<file path="src/rtl/lfsr_ctrl_pkg.sv">
// Shared types and constants for the LFSR word arbiter.
// Optional feature macro: LFSR_PERIOD_CHECK_EN (period_wrap output).
package lfsr_ctrl_pkg;

    typedef enum logic [1:0] {
        IDLE  = 2'd0,
        SHIFT = 2'd1,
        DONE  = 2'd2
    } state_t;

    localparam logic [7:0] DEF_TAPS = 8'h2D;

    // Bits needed to count 0..v-1; never less than one bit.
    function automatic int clog2(input int v);
        int r;
        r = 0;
        for (int i = 0; i < 31; i++) begin
            if ((1 << i) < v) begin
                r = i + 1;
            end
        end
        return (r < 1) ? 1 : r;
    endfunction

endpackage

</file>
<file path="src/rtl/lfsr_gal_core.sv">
// Galois LFSR state register with step and seed-load datapath.
// Macro LFSR_PERIOD_CHECK_EN adds the period_wrap pulse output.
module lfsr_gal_core
    import lfsr_ctrl_pkg::*;
#(
    parameter int              LN   = 8,
    parameter logic [LN-1:0]   TAPS = LN'(DEF_TAPS)
) (
    input  logic          CLK,
    input  logic          nRST,
    input  logic          step,
    input  logic          load,
    input  logic [LN-1:0] load_val,
`ifdef LFSR_PERIOD_CHECK_EN
    output logic          period_wrap,
`endif
    output logic [LN-1:0] sreg
);

    logic [LN-1:0] r_sreg;
    logic [LN-1:0] w_next;
    logic [LN-1:0] w_load;
    logic          w_v;

    // Next state for one step, and the zero-safe load value.
    always_comb begin
        w_v    = r_sreg[0];
        w_next = {w_v, r_sreg[LN-1:1]} ^ (w_v ? TAPS : '0);
        w_load = (load_val == '0) ? LN'(1) : load_val;
    end

    // State register: load wins over step; the all-zero state is unreachable.
    always_ff @(posedge CLK) begin
        if (!nRST) begin
            r_sreg <= LN'(1);
        end else if (load) begin
            r_sreg <= w_load;
        end else if (step) begin
            r_sreg <= w_next;
        end
    end

    assign sreg = r_sreg;

`ifdef LFSR_PERIOD_CHECK_EN
    logic [LN-1:0] r_saved;
    logic          r_wrap;

    // Remember the last loaded seed and flag a step that returns to it.
    always_ff @(posedge CLK) begin
        if (!nRST) begin
            r_saved <= LN'(1);
            r_wrap  <= 1'b0;
        end else begin
            r_wrap <= step && !load && (w_next == r_saved);
            if (load) begin
                r_saved <= w_load;
            end
        end
    end

    assign period_wrap = r_wrap;
`endif

endmodule

</file>
<file path="src/rtl/lfsr_word_arbiter.sv">
// Two-requester round-robin arbiter over one Galois LFSR word generator.
// Macro LFSR_PERIOD_CHECK_EN adds the period_wrap output.
module lfsr_word_arbiter
    import lfsr_ctrl_pkg::*;
#(
    parameter int            LN   = 8,
    parameter logic [LN-1:0] TAPS = LN'(DEF_TAPS),
    parameter int            WW   = 8
) (
    input  logic          CLK,
    input  logic          nRST,
    input  logic          req0_valid,
    output logic          req0_ready,
    input  logic          req1_valid,
    output logic          req1_ready,
    input  logic          seed_valid,
    input  logic [LN-1:0] seed_data,
    output logic          seed_ready,
    output logic          rsp_valid,
    output logic          rsp_id,
    output logic [WW-1:0] rsp_data,
    input  logic          rsp_ready,
`ifdef LFSR_PERIOD_CHECK_EN
    output logic          period_wrap,
`endif
    output logic          busy
);

    localparam int            CW       = clog2(WW);
    localparam logic [CW-1:0] CNT_LAST = CW'(WW - 1);

    state_t        r_state;
    state_t        w_state_nx;
    logic          r_rr_last;
    logic          r_id;
    logic [CW-1:0] r_cnt;
    logic [WW-1:0] r_word;
    logic [WW-1:0] w_word_nx;
    logic [LN-1:0] w_sreg;
    logic          w_step;
    logic          w_load;
    logic          w_grant;
    logic          w_gid;

    lfsr_gal_core #(
        .LN   (LN),
        .TAPS (TAPS)
    ) u_core (
        .CLK         (CLK),
        .nRST        (nRST),
        .step        (w_step),
        .load        (w_load),
        .load_val    (seed_data),
`ifdef LFSR_PERIOD_CHECK_EN
        .period_wrap (period_wrap),
`endif
        .sreg        (w_sreg)
    );

    // FSM state register.
    always_ff @(posedge CLK) begin
        if (!nRST) begin
            r_state <= IDLE;
        end else begin
            r_state <= w_state_nx;
        end
    end

    // Next state, seed/grant handshakes and LFSR control.
    always_comb begin
        w_state_nx = r_state;
        seed_ready = 1'b0;
        w_load     = 1'b0;
        w_step     = 1'b0;
        w_grant    = 1'b0;
        w_gid      = 1'b0;
        unique case (r_state)
            IDLE: begin
                seed_ready = seed_valid;
                if (seed_valid) begin
                    w_load = 1'b1;
                end else if (req0_valid || req1_valid) begin
                    w_grant    = 1'b1;
                    w_gid      = (req0_valid && req1_valid) ?
                                 ~r_rr_last : req1_valid;
                    w_state_nx = SHIFT;
                end
            end
            SHIFT: begin
                w_step = 1'b1;
                if (r_cnt == CNT_LAST) begin
                    w_state_nx = DONE;
                end
            end
            DONE: begin
                if (rsp_ready) begin
                    w_state_nx = IDLE;
                end
            end
            default: begin
                w_state_nx = IDLE;
            end
        endcase
        req0_ready = w_grant && !w_gid;
        req1_ready = w_grant && w_gid;
    end

    // Shift the pre-step LFSR bit in at the top; first bit ends at LSB.
    always_comb begin
        w_word_nx         = r_word >> 1;
        w_word_nx[WW-1]   = w_sreg[0];
    end

    // Round-robin pointer, owner id, step counter and word assembly.
    always_ff @(posedge CLK) begin
        if (!nRST) begin
            r_rr_last <= 1'b1;
            r_id      <= 1'b0;
            r_cnt     <= '0;
            r_word    <= '0;
        end else begin
            if (w_grant) begin
                r_rr_last <= w_gid;
                r_id      <= w_gid;
                r_cnt     <= '0;
            end
            if (w_step) begin
                r_word <= w_word_nx;
                r_cnt  <= r_cnt + CW'(1);
            end
        end
    end

    assign rsp_valid = (r_state == DONE);
    assign rsp_id    = r_id;
    assign rsp_data  = r_word;
    assign busy      = (r_state != IDLE);

endmodule
</file>
<file path="config.mk">
export PLATFORM = sky130hd
export DESIGN_NAME = lfsr_word_arbiter
export DESIGN_NICKNAME = d
export VERILOG_FILES = /design/src/rtl/lfsr_ctrl_pkg.sv /design/src/rtl/lfsr_gal_core.sv /design/src/rtl/lfsr_word_arbiter.sv
export SDC_FILE = /design/constraint.sdc
export NUM_CORES = 1
export LEC_CHECK = 0
export CORE_MARGIN = 2
export CORE_UTILIZATION = 42
export DETAILED_ROUTE_END_ITERATION = 10
export PLACE_DENSITY_LB_ADDON = 0.15
export RECOVER_POWER = 25
export SYNTH_ARGS = -nofsm -noshare
export SYNTH_HDL_FRONTEND = slang
export SYNTH_HIERARCHICAL = 1
export SYNTH_SLANG_ARGS = --single-unit
</file>
<file path="constraint.sdc">
create_clock -name CLK -period 1.5 [get_ports CLK]
set_input_delay 0.15 -clock CLK [delete_from_list [all_inputs] [get_ports CLK]]
set_output_delay 0.15 -clock CLK [all_outputs]
set_load 0.005 [all_outputs]
</file>
Word-level counts from Yosys, hierarchy flattened

Cells that the tools add are included.

Output and inout bits: 14
Register bits after elaboration: 23
Input bits: 14

Equality and inequality tests: 7
Reductions and logical operators: 11
Mux-type cells: 22
Bitwise operators: 2
$add $sub $neg: 1

Operators by type and width:

| operator                                                               | number |
|---|---|
| 8-bit 2-to-1 mux                                                       | 3 |
| 1-bit 2-to-1 mux                                                       | 11 |
| 8-bit logical NOT                                                      | 1 |
| 2-bit 2-to-1 mux                                                       | 4 |
| 8-bit bitwise XOR                                                      | 1 |
| 3-bit 2-to-1 mux                                                       | 2 |
| 6-bit 2-to-1 mux                                                       | 1 |
| 2-bit != test (second input constant)                                  | 3 |
| 2-bit one-hot mux with 3 select lines                                  | 1 |
| 2-bit nonzero test                                                     | 3 |
| 4-bit AND reduction                                                    | 1 |
| 3-bit by 1-bit adder with 3-bit output (second input constant)         | 1 |
| 3-bit equality test (second input constant)                            | 1 |
| 1-bit logical AND                                                      | 3 |
| 2-bit by 1-bit equality test with 1-bit output (second input constant) | 1 |
| 2-bit equality test (second input constant)                            | 1 |
| 2-bit logical NOT                                                      | 1 |
| 2-bit by 1-bit != test with 1-bit output (second input constant)       | 1 |
| 1-bit logical NOT                                                      | 1 |
| 1-bit logical OR                                                       | 1 |
| 1-bit inverter                                                         | 1 |

Longest topological paths before layout

Depth after elaboration: 7
Gate-level depth with buffers: 7
Mapped depth without buffers: 5

Modules after synthesis

Netlist, hierarchy kept.

By module, submodules not included:

| module            | area each (um^2) | cells an instance | seq. area each (um^2) | times used |
|---|---|---|---|---|
| lfsr_word_arbiter | 649.4            | 73                | 300.3                 | 1 |
| lfsr_gal_core     | 419.2            | 46                | 160.2                 | 1 |

Worst setup path after synthesis

OpenSTA, ideal clock, no wires.

Path type: reg-to-reg
From: register r_state[1]
To: register u_core.r_sreg[0], in the netlist u_core/sreg[0]
Path buffers: 1
Path slack: -0.015 ns
Period minus slack after synthesis: 1.515 ns
Data required time: 1.383 ns
Data arrival time: 1.398 ns
Stages on the path, launching flop included: 6
Cell sequence: dfxtp_1 or2_2 nor2_1 clkbuf_1 nand3b_1 o22a_1

Cells in the longest elaborated chain, start to end: 3
Elaborated cells between the ends (all ways): 6
Classes of those cells: eq/ne (1); mux (3); reduce/logical (2)

Ends and longest elaborated chain:

| what                                                                                       | RTL line                | source |
|---|---|---|
| start, declared                                                                            | lfsr_word_arbiter.sv:32 | `state_t r_state;` |
| start signal, assigned                                                                     | lfsr_word_arbiter.sv:65 | `r_state <= w_state_nx;` |
| 2-bit by 1-bit equality test with 1-bit output / 2-bit logical NOT (equally long branches) | lfsr_word_arbiter.sv:77 | `unique case (r_state)` |
| 1-bit 2-to-1 mux                                                                           | lfsr_word_arbiter.sv:77 |  |
| 2-bit nonzero test (no source line) / 8-bit 2-to-1 mux (equally long branches)             | -                       |  |
| end signal, assigned                                                                       | lfsr_gal_core.sv:37     | `r_sreg <= w_load;` |
| end signal, assigned                                                                       | lfsr_gal_core.sv:39     | `r_sreg <= w_next;` |
| end, declared                                                                              | lfsr_gal_core.sv:20     | `logic [LN-1:0] r_sreg;` |

Several ways; a longest one is shown, not always the timed one.
A chain may end at the register's enable or synchronous reset.

Worst setup path after layout

From: input req1_valid
To: output req1_ready

Cells in the longest elaborated chain, start to end: 6
Elaborated cells between the ends (all ways): 10
Classes of those cells: mux (7); reduce/logical (3)

Ends and longest elaborated chain:

| what                  | RTL line                 | source |
|---|---|---|
| start, declared       | lfsr_word_arbiter.sv:14  | `input logic req1_valid,` |
| 1-bit logical AND     | lfsr_word_arbiter.sv:84  | `w_gid = (req0_valid && req1_valid) ?` |
| 1-bit 2-to-1 mux      | lfsr_word_arbiter.sv:84  |  |
| 1-bit 2-to-1 mux      | lfsr_word_arbiter.sv:82  | `end else if (req0_valid \|\| req1_valid) begin` |
| 1-bit 2-to-1 mux      | lfsr_word_arbiter.sv:80  | `if (seed_valid) begin` |
| 1-bit 2-to-1 mux      | lfsr_word_arbiter.sv:77  |  |
| 1-bit logical AND (*) | lfsr_word_arbiter.sv:105 | `req1_ready = w_grant && w_gid;` |
| end, declared         | lfsr_word_arbiter.sv:15  | `output logic req1_ready,` |

Mark *: on every way between the ends. The rest lies on a longest branch, timed or not.

==> metrics.cfg <==
[cts]
path_clk_slew_ns=0.12
insertion_delay_ns=0.31
cts_root_buf=clkbuf_4
cts_tree=built
clock_path_buffers=2
clock_sinks=23
holdBufCountCts=0
htree_levels=1
cts_inserted_buffers=3

[synthesis]
yosys-top-cells-area=dfxtp_1, nand2_1, a21boi_1, mux2i_1, xnor2_1
synth_top_cell_area_share=0.431
netlist_instances=119
syn_area_per_cell_um2=8.98
synth_common_cells=dfxtp_1, nand2_1, a21boi_1, nor2_1
syn-num-nets=135
synth_most_common_cell=dfxtp_1
synthDistinctLibCells=36
yosys.area.top_type=dfxtp_1
synthFlopType=dfxtp_1
seq_area_frac_synth=0.431
yosysWarnings=6
async_flop_share=0
ys_ff_latch=23
synth_edf_count=0
syn_area_um2=1070

[placed_design]
io_buffers=27
dp_hpwl_mm=1.78
dp_cells=182
gp_congestion=0.746
placed_area_um2=1440

[cells_and_area]
seqCellArea_um2=463
drive_gt1_frac=0.304
synthToLayoutAreaGrowth_pct=51.6
num_antenna_cells=0
nFillCells=201
multi_input_area_um2=624
instances_no_fill=198
final_area_um2=1620
fin_nets=185

[flow_run]
cap_violations=0

[sta]
hold_violations=0
timing.final.ws_setup_ns=-0.133
rsz0062_at_grt=yes
setup_tns_ns=-0.374
fin_crit_ns=1.63
setup-violations-final=5
fmax_mhz=612
skew_ns=0.00588
slew_headroom=0.792
drv_slew=0
tightest_slew_ns=0.312
post-route-period-util=1.09

[critical_path]
rr_worst_depth=8
reg2reg_slack_ns=-0.10
cp-start-kind=input pin
cp-startpoint=req1_valid
r2r_end=rsp_id
worst-setup-path-type=input pin to primary output
critPathCaptureType=primary output
r2r_start=r_state[1]
critical_path_arrival_ns=1.48
endpoint=req1_ready
required_ns=1.35
crit_fanout=4

[floorplan]
dieArea_um2=2960
die_w_um=54.4
start_util=0.435
die_h_um=54.4
io_pins=28
num_rows=18
coreArea_um2=2450

[grt]
grt_pass1_wl_mm=3.80
grt.overflow.total=0
antenna_found_initial=0
grtUsageTotal=0.178
grt_max_degree=13
grt_pass1_vias=934

[detailed_routing]
drtAntennaViolNets=0
first_iter_violations=22
drc=0
drt-total-wl_mm=2.64
vias_per_cell=5.14
wl_per_cell_um=13.3
vias=1017
drt_pass1_iterations=4

[min_path]
hold_class=flip-flop to flip-flop

[status]
status=finished with violations
violations=setup timing

[power_and_ir_drop]
p_leak_uw=0.000660
powerDensity_nw_per_um2=782
vdd_drop_max_v=0.000507

[metal layers]
layer  wire (um)  track usage
met1        1180        0.208
met2        1360        0.321
met3          87       0.0246
met4          15       0.0750
met5           0            0
[through the flow]
step	total power (uW)	setup WS [ns]	hold slack (ns)	util
floorplan	805	0.0493	0.272	-
global placement	917	-0.436	0.443	0.587
detailed placement	926	-0.529	0.448	0.587
CTS	1230	-0.136	0.465	0.627
global route	1320	-0.178	0.484	0.660
finish	1270	-0.133	0.461	0.660
[cells in the final DEF, fill, tap and decap left out, types with 2 or more instances in the layout]
cell / n
a211oi_2: 3
clkdlybuf4s50_1: 22
nand2b_4: 2
a31o_2: 3
dfxtp_2: 2
or4b_4: 2
mux2i_1: 4
ha_1: 2
o21ai_0: 4
nor2_1: 5
inv_1: 3
clkbuf_2: 2
dfxtp_1: 21
nand2_1: 22
xnor2_1: 4
and2_1: 4
o21a_1: 2
buf_6: 7
buf_4: 16
buf_2: 3
clkbuf_4: 3
a32o_1: 2
nor2b_1: 2
a21boi_0: 4
a21boi_1: 4
[power by group]
group          switching [uW]  internal (uW)  total (uW)
clock network             184            104         287
registers                26.1            643         669
logic                     133            177         310
[layout make-up]
class,instances,share of cell area
Multi-Input combinational cell,86,0.385
Inverter,4,0.0100
Tap cell,30,0.0232
Clock buffer,4,0.0162
Sequential cell,23,0.286
Timing Repair Buffer,51,0.280
[logic make-up (layout without fill, tap and decap cells)]
logic type / count (synthesis) / in the layout / share of synthesized area
simple gates: 46 / 46 / 0.226
compound gates: 30 / 30 / 0.211
flops: 23 / 23 / 0.431
buf+inv: 10 / 59 / 0.0386
xor+xnor: 4 / 4 / 0.0328
mux: 4 / 4 / 0.0375
fa+ha+maj: 2 / 2 / 0.0234
[sequential cells by signal, indices dropped and copies added, names as in the netlist]
name,cells
r_cnt,3
u_core/sreg,8
r_state,2
rsp_data,8
rsp_id,1
r_rr_last,1
[worst min-delay path by stage]
stage	startpoint	endpoint	slack, ns	cells past startpoint
floorplan	nRST	u_core/sreg[1]	0.27	1
global placement	rsp_data[0]	rsp_data[0]	0.44	2
detailed placement	rsp_data[0]	rsp_data[0]	0.45	2
CTS	rsp_data[0]	rsp_data[0]	0.47	2
global route	rsp_data[0]	rsp_data[0]	0.48	2
finish	rsp_data[0]	rsp_data[0]	0.46	2
[repair_timing]
action	in CTS	in global routing
setup endpoints to repair	13	17
pin swaps	4	4
cloned	0	1
setup buffers	6	6
gates resized for setup	30	10
[worst max-delay path, cell delays in order]
cell and delay (ns):
clkdlybuf4s50_1 0.56, or4b_4 0.51, a21oi_4 0.13, buf_2 0.13
Power figures use the tool's default switching activity.
